==> config.mk <==
export PLATFORM = sky130hd
export DESIGN_NAME = mux_share_arbiter
export DESIGN_NICKNAME = d
export VERILOG_FILES = /design/src/rtl/mux_share_arbiter.sv
export SDC_FILE = /design/constraint.sdc
export NUM_CORES = 1
export LEC_CHECK = 0
export BUFFER_PORTS_ARGS = -buffer_cell sky130_fd_sc_hd__buf_2
export CAP_MARGIN = 20
export CELL_PAD_IN_SITES_DETAIL_PLACEMENT = 1
export CELL_PAD_IN_SITES_GLOBAL_PLACEMENT = 1
export CORE_UTILIZATION = 29
export DETAILED_ROUTE_END_ITERATION = 7
export GPL_ROUTABILITY_DRIVEN = 0
export HOLD_SLACK_MARGIN = 0.15
export PLACE_DENSITY = 0.79
export RECOVER_POWER = 25
export SLEW_MARGIN = 30
export SYNTH_ARGS = -nofsm -noshare
export SYNTH_HDL_FRONTEND = slang
export SYNTH_SLANG_ARGS = --single-unit
==> constraint.sdc <==
create_clock -name clk -period 1.8 [get_ports clk]
set_clock_uncertainty 0.05 [all_clocks]
set_input_delay 0.18 -clock clk [delete_from_list [all_inputs] [get_ports clk]]
set_output_delay 0.18 -clock clk [all_outputs]
set_load 0.03 [all_outputs]
==> src/rtl/mux_share_arbiter.sv <==
// Round-robin arbiter for a shared N-input mux, with capped tenure.
// It drives a registered one-hot grant and select, plus a registered mux output with a valid flag.
module mux_share_arbiter #(
   parameter int N        = 4,
   parameter int W        = 8,
   parameter int MAX_HOLD = 4
) (
   input  logic                 clk,
   input  logic                 rst,
   input  logic [N-1:0]         req,
   input  logic [N*W-1:0]       data,
   output logic [N-1:0]         gnt,
   output logic [$clog2(N)-1:0] sel,
   output logic [W-1:0]         out_data,
   output logic                 out_valid
);

   localparam int SW = $clog2(N);
   localparam int HW = $clog2(MAX_HOLD + 1);

   typedef enum logic {IDLE, BUSY} state_t;

   state_t         state;
   logic [SW-1:0]  owner;
   logic [SW-1:0]  last;
   logic [HW-1:0]  hold_cnt;

   logic [W-1:0]   data_arr [N];
   logic [SW-1:0]  win;
   logic           rel_now;
   logic           take;

   always_comb begin
      for (int i = 0; i < N; i++) begin
         data_arr[i] = data[i*W +: W];
      end
   end

   // Search starts just after the last grantee, so that grantee has the lowest priority.
   always_comb begin
      logic found;
      found = 1'b0;
      win   = '0;
      for (int k = 1; k <= N; k++) begin
         int idx;
         idx = (int'(last) + k) % N;
         if (!found && req[idx[SW-1:0]]) begin
            found = 1'b1;
            win   = idx[SW-1:0];
         end
      end
   end

   always_comb begin
      rel_now = (state == BUSY) && (!req[owner] || hold_cnt == HW'(MAX_HOLD));
      take    = ((state == IDLE) || rel_now) && (|req);
   end

   always_ff @(posedge clk) begin
      if (rst) begin
         state     <= IDLE;
         owner     <= '0;
         last      <= SW'(N - 1);
         hold_cnt  <= '0;
         gnt       <= '0;
         sel       <= '0;
         out_data  <= '0;
         out_valid <= 1'b0;
      end else begin
         out_valid <= (state == BUSY) && req[owner];
         if ((state == BUSY) && req[owner]) begin
            out_data <= data_arr[sel];
         end

         // A new tenure starts from IDLE or on release, with no gap in between.
         if (take) begin
            state    <= BUSY;
            owner    <= win;
            last     <= win;
            hold_cnt <= HW'(1);
            gnt      <= {{(N-1){1'b0}}, 1'b1} << win;
            sel      <= win;
         end else if (state == IDLE || rel_now) begin
            state    <= IDLE;
            hold_cnt <= '0;
            gnt      <= '0;
         end else begin
            hold_cnt <= hold_cnt + HW'(1);
         end
      end
   end

endmodule

=== Word level (Yosys, flattened, before mapping) ===
Cells that the tools add are included.

* Reduce and logical (&&, ||, !) cells: 15
* Equal/unequal tests: 1
* Magnitude comparators: 6
* Mux-type cells: 26
* $add $sub $neg: 5
* Bitwise gates (word level): 2
* Shifts and indexed selects: 1

{| class="wikitable"
|+ Operators with widths
! cell !! count
|-
| 8-bit binary-select mux with 2-bit select || 1
|-
| 8-bit two-way mux || 2
|-
| 2-bit by 3-bit less-than comparator with 1-bit output (second input constant) || 5
|-
| 1-bit two-way mux || 12
|-
| 1-bit binary-select mux with 2-bit select || 5
|-
| 2-bit two-way mux || 4
|-
| 4-bit two-way mux || 2
|-
| 1-bit logical AND || 6
|-
| 2-bit by 1-bit adder with 2-bit output (second input constant) || 2
|-
| 2-bit adder (second input constant) || 2
|-
| 1-bit zero test || 4
|-
| 4-bit OR reduction || 1
|-
| 1-bit by 2-bit left shift with 4-bit output (first input constant) || 1
|-
| 3-bit by 1-bit adder with 3-bit output (second input constant) || 1
|-
| 3-bit == test (second input constant) || 1
|-
| 3-bit greater-or-equal comparator (second input constant) || 1
|-
| 2-bit inverter with 3-bit output || 1
|-
| 3-bit OR reduction || 1
|-
| 1-bit logical OR || 2
|-
| 2-bit nonzero test || 1
|-
| 1-bit inverter || 1
|}

* Logic and storage cells: 64
* Input bits: 38
* Flip-flop bits (word level): 21

=== Logic depth before layout (Yosys ltp) ===
Gate-level depths: netlist of the first run.

* Depth after elaboration: 15
* Mapped depth: 6
* Gate-level depth less buffers: 6

=== Worst setup path before layout of the first run ===
No wires, ideal clock.

* Kind: reg2reg
* Start: reg owner[0]
* End: reg gnt[1]
* Cell stages (with the launch flop): 6
* Arrival: 1963 ps
* Path slack: -283 ps
* Period minus slack after synthesis: 2083 ps
* Buffers on the path: 1
* Path through: dfxtp_1 -> buf_6 -> mux4_2 -> a31o_4 -> or3_1 -> o2bb2ai_1

* Longest elaborated chain between the ends: 8
* Elaborated cells between the ends (all ways): 9
* Classes of those cells: mux: 3; reduce/logical: 6

{| class="wikitable"
|+ RTL lines
! item !! line !! source
|-
| start: declaration || 24 || <nowiki>logic [SW-1:0] owner;</nowiki>
|-
| start signal: assignment || 78 || <nowiki>owner <= win;</nowiki>
|-
| 1-bit binary-select mux with 2-bit select (*) || 55 || <nowiki>rel_now = (state == BUSY) && (!req[owner] || hold_cnt == HW'(MAX_HOLD));</nowiki>
|-
| 1-bit two-way mux (implied by the code) (*) || 55 ||
|-
| 1-bit zero test (*) || 55 ||
|-
| 1-bit logical OR (*) || 55 ||
|-
| 1-bit logical AND (*) || 55 ||
|-
| 1-bit logical OR (*) || 56, 83 ||
|-
| 1-bit logical AND || 56 || <nowiki>take = ((state == IDLE) || rel_now) && (|req);</nowiki>
|-
| 4-bit two-way mux / 2-bit nonzero test (equally long branches) || - ||
|-
| end signal: assignment || 81 || <nowiki>gnt <= {{(N-1){1'b0}}, 1'b1} << win;</nowiki>
|-
| end: declaration || 12 || <nowiki>output logic [N-1:0] gnt,</nowiki>
|}

Every way passes the cells marked *; elsewhere a longest branch is shown, timed or not. The select of a mux whose other input is x is not followed.
A chain may end at the register's enable or synchronous reset.

=== Worst setup path in the final report of the first run ===
Ends and elaborated chain as after synthesis.

==> metrics.yaml, run 1 <==
route:
  first_iter_violations: 45
  wl_per_cell_um: 14.2
  ant_nets: 0
  drt-pass1-iter-count: 3
  dr_total_vias: 1023
  viasPerCell: 4.94
  drt_wl_total_mm: 2.95
  drc: 0
clock_tree:
  cts_tree: "done"
  max-clock-path-buffers: 2
  htree_levels: 1
  cts_setup_buffers: 0
  clock_latency_ns: 0.26
  clk_pin_slew_ns: 0.08
  cts_buffers: 3
  cts_sinks: 21
  root_buffer: "clkbuf_8"
sta:
  hold_viol: 0
  finalCriticalPeriod_ns: 1.72
  drv_slew: 0
  fmax_ghz: 0.581
  tns_ns: 0
  maxSlewHeadroom_pct: 64.7
  setup_viol: 0
  tightest_slew_ns: 0.528
  period_share_pct: 95.7
  whs_ns: 0.250
grt:
  grt_max_degree: 21
  grt_pass1_vias: 991
  grt_first_pass_wirelength_mm: 4.53
  track_usage_pct: 14.5
  antenna_found_initial: 0
  grt-ovfl-total: 0
critical_path:
  crit_chain: "mux4_2, a31o_4, or3_1, o2bb2ai_1"
  cp_max_fo: 6
  cp.arrival_ns: 1.87
  crit_slowest_cell: "mux4_2"
  path_delay_family: "multiplexers"
  required_ns: 1.95
  path_buf_inv: 0
  cp-start-kind: "register"
  end_kind: "register"
  crit_type: "register to register"
  max_stage_delay_ns: 0.55
synthesis:
  synthAdderAreaFrac_pct: 2.30
  syn-num-nets: 146
  synth_top_family_by_area: "multiplexers"
  avgSynthCellArea_um2: 10.3
  synth_xor_area_share_pct: 0.805
  ys_seq_area_share_pct: 38.6
  synth_warnings: 0
  muxShareOfSynthArea_pct: 21.3
  synth_compound_area_share_pct: 16.6
  yosys.area_share.simple_pct: 16.9
  ys_types: 34
  postSynthCellCount: 106
  synth_seq_cells: 21
  synth_area_um2: 1090
power_and_ir_drop:
  powerDensity_nw_per_um2: 843
  ir_worst_vdd_v: 0.000264
  leakage_nw: 0.632
floorplanning:
  die_area_um2: 4000
  start_util_pct: 31.4
  die_width_um: 63.3
  die_y_um: 63.3
  row_count: 21
  io_pins: 53
  core_um2: 3470
min_path:
  hp-class: "primary input to register"
finish:
  layout_common_cells: "44 x buf_2, 20 x nand2_1, 19 x dfxtp_1"
  post-route-util_pct: 42.3
  syn2layout_area_growth_pct: 34.8
  design_area_um2: 1470
  antenna_cells: 0
  layout_commonest_cell: "buf_2"
  final_layout_size_suffix_gt1_share_pct: 39.1
  nNetsFinal: 202
run_status:
  status: "complete, no violations"
flow_run:
  maxCapViolations: 0
place:
  io_buffers: 52
  hpwl_mm: 2.34
  place_area_um2: 1420
## routing by layer
| layer | up-vias | share of wire, % | global-route usage [%] |
|---|---|---|---|
| li1 | 502 | - | - |
| met1 | 500 | 40 | 16.4 |
| met2 | 19 | 57 | 27.0 |
| met3 | 2 | 2.4 | 1.27 |
| met4 | 0 | 0.98 | 7.39 |
| met5 | - | 0 | 0 |
## synth_stat cells, drive strengths merged
cell     number  area (µm²)
a2111oi       1        15.0
o21ba         1        10.0
nor2b         1        6.26
o2bb2ai       2        17.5
mux2i         1        10.0
a21boi        1        7.51
buf           2        16.3
inv           2        7.51
a21oi        10        50.1
nand2b        1        6.26
a22o          1        8.76
ha            2        25.0
mux4          9         221
dfxtp        21         420
o21bai        1        7.51
nor4          1        6.26
and2          3        18.8
a32o          1        10.0
clkbuf        4        15.0
nor3          2        10.0
a31o          1        17.5
a31oi         2        12.5
xor2          1        8.76
nand2        21        81.3
nor2          7        26.3
a311oi        1        8.76
nor3b         1        7.51
or3           1        6.26
a21o          1        7.51
nand3b        2        15.0
a211oi        1        7.51
## power breakdown
group	switching, W	total [W]	leakage [nW]	internal (W)
sequential	0.0000349	0.000545	0.174	0.000510
combinational	0.000212	0.000383	0.433	0.000171
clock	0.000155	0.000309	0.0255	0.000154
## path summary, 6_finish.rpt
kind,from,end,slack [ns],cells past startpoint
worst min register to register,out_data[3],out_data[3],0.41,2
worst min-delay path,rst,out_valid,0.25,2
worst max-delay path,owner[0],gnt[1],0.08,4
worst max register to register,owner[0],gnt[1],0.08,4
## worst register-to-register path, delay by kind of cell (launching register included)
family	cells	cell delay, ns
multiplexers	1	0.55
AO/OA/AOI/OAI	2	0.40
flip-flops	1	0.35
AND/OR/NAND/NOR	1	0.31
## repair_timing
action                     CTS  global route
resized for setup            0             2
setup endpoints to repair    0             3
hold buffers                 0             0
## area by class of cell
type	count	area, µm²
fillers	435	2000
multi-input cells	77	647
flip-flops and latches	21	425
repair buffers	57	284
well taps	46	57.6
clock buffers	3	41.3
inverters	2	7.51
clock inverters	1	5.00
## through the flow
stage / total power, W / setup slack, ns / cells
floorplan: 0.000818 / -0.0631 / 106
global placement: 0.000921 / 0.133 / 203
detailed placement: 0.000937 / 0.0699 / 203
CTS: 0.00125 / 0.0499 / 207
global route: 0.00131 / -0.0148 / 207
finish: 0.00124 / 0.0782 / 207
## logic make-up (layout without fill, tap and decap cells)
logic type,after synthesis,after routing
buffers and inverters,8,63
AOI/OAI and AO/OA,24,24
adders and majority gates,2,2
DFF,21,21
xor gates and xnor gates,1,1
muxes,10,10
and+or+nand+nor,40,40
## registers in the layout, indices dropped and copies added, names as in the netlist
register,flops
out_data,8
gnt,4
hold_cnt,3
last,2
owner,2
out_valid,1
state,1
Note: power is estimated with default switching activity, not from simulation.
==> run 2: changes to the inputs <==
CORE_UTILIZATION = 35   (was 29)
PLACE_DENSITY = 0.87   (was 0.79)
clock period = 2.2 ns   (was 1.8 ns; I/O delays follow)
==> run 2 against run 1 <==
The flow now finishes with violations (DRC). Via count grew 1.1%. Sequential cell count unchanged. Combinational power is 20% lower. Critical path depth unchanged. Global-route usage is 5.2 points higher. Routed wire length increased by 3.0%.
==> metrics.yaml, run 2 (synthesis results as in run 1) <==
run_status:
  status: "finished, violations left"
  violations: "DRC"
route:
  drt_wl_total_mm: 3.04
  drt-pass1-iter-count: 6
  viasPerCell: 5.44
  first_iter_violations: 22
  wl_per_cell_um: 16.0
  drc: 1
  dr_total_vias: 1034
  ant_nets: 0
place:
  place_area_um2: 1380
  hpwl_mm: 2.44
  io_buffers: 52
finish:
  design_area_um2: 1390
  fillers: 349
  largest_reg_flops: 8
  reg_top3: "out_data: 8 flops, gnt: 4 flops, hold_cnt: 3 flops"
  top_register: "out_data"
  layout_commonest_cell: "buf_2"
  final_layout_size_suffix_gt1_share_pct: 36.5
  syn2layout_area_growth_pct: 27.9
  antenna_cells: 0
  layout_common_cells: "44 x buf_2, 21 x dfxtp_1, 20 x nand2_1"
  nNetsFinal: 200
critical_path:
  r2r_slack_ns: 0.38
  rr_worst_depth: 4
  cp_max_fo: 6
  cp-start-kind: "register"
  cp.arrival_ns: 1.95
  crit_type: "register to register"
  end_kind: "register"
  crit_chain: "mux4_2, a31o_4, a2111oi_2, o21bai_1"
  max_stage_delay_ns: 0.56
  reg2reg_to: "last[0]"
  crit_slowest_cell: "mux4_2"
  reg2reg_from: "owner[0]"
  required_ns: 2.33
floorplanning:
  row_count: 19
  core_um2: 2850
  start_util_pct: 38.2
  die_width_um: 57.8
  io_pins: 53
  die_area_um2: 3340
  die_y_um: 57.8
clock_tree:
  cts_setup_buffers: 0
  clock_latency_ns: 0.30
  cts_hold_buf: 0
  cts_buffers: 3
  post_cts_resized: 0
  max-clock-path-buffers: 2
  root_buffer: "clkbuf_4"
  clk_pin_slew_ns: 0.13
  cts_tree: "done"
  htree_levels: 1
  cts_sinks: 21
flow_run:
  maxCapViolations: 0
power_and_ir_drop:
  leakage_nw: 0.610
  ir_worst_vdd_v: 0.000252
  powerDensity_nw_per_um2: 674
  total_power_w: 0.000939
grt:
  grt-ovfl-total: 0
  antenna_found_initial: 0
  grt_max_degree: 21
  grt_first_pass_wirelength_mm: 4.98
  grt_pass1_vias: 1084
  track_usage_pct: 19.8
min_path:
  hp-class: "primary input to register"
  hold_depth: 2
  hold_start: "rst"
  hold_end: "out_valid"
sta:
  hold_viol: 0
  tns_ns: 0
  fmax_ghz: 0.550
  whs_ns: 0.245
  tightest_slew_ns: 0.641
  rsz0062_at_grt: "no"
  setup_viol: 0
  period_share_pct: 82.6
  drv_slew: 0
  maxSlewHeadroom_pct: 57.1
  finalCriticalPeriod_ns: 1.82
## run 2: cell count changes in the layout (fill, tap and decap cells not counted), sizes merged
cell,previous run,this run
buf,48,46
## run 2: cell type report
cell class / count / area, µm² / area share [%]
multi-input cells: 77 / 629 / 45.2
flip-flops and latches: 21 / 420 / 30.2
repair buffers: 55 / 269 / 19.3
well taps: 31 / 38.8 / 2.79
clock buffers: 3 / 22.5 / 1.62
inverters: 2 / 7.51 / 0.539
clock inverters: 1 / 5.00 / 0.359
## run 2: where the power goes
part / internal (W) / switching [W] / total (W) / leakage (nW)
sequential: 0.000417 / 0.0000275 / 0.000444 / 0.173
combinational: 0.000132 / 0.000174 / 0.000306 / 0.420
clock: 0.0000677 / 0.000121 / 0.000189 / 0.0177
## run 2: how the worst max path moves through the flow
stage | startpoint | end | slack (ns) | depth (start not counted)
final | owner[0] | last[0] | 0.38 | 4
after global routing | owner[0] | gnt[3] | 0.23 | 4
after CTS | owner[0] | gnt[3] | 0.38 | 4
after detailed placement | owner[0] | gnt[3] | 0.42 | 4
after global placement | owner[0] | gnt[1] | 0.47 | 4
after floorplan | owner[0] | gnt[1] | 0.12 | 5
## run 2: routing by layer
metal	track usage [%]	vias to the layer above	share of wire (%)
met4	8.16	0	1.5
met3	2.23	4	3.3
met5	0	-	0
met2	37.5	31	56
li1	-	499	-
met1	22.3	500	39
## run 2: metrics by stage
stage	util, %	instances	worst slack [ns]
after floorplan	-	106	0.117
after global placement	48.3	186	0.473
after detailed placement	48.3	186	0.416
after CTS	49.3	190	0.378
after global routing	48.8	190	0.234
final	48.8	190	0.383
## run 2: critical path: cells and delay by family, from the launching register on
family / cells / cell delay (ns)
flip-flops: 1 / 0.37
multiplexers: 1 / 0.56
AO/OA/AOI/OAI: 3 / 0.73
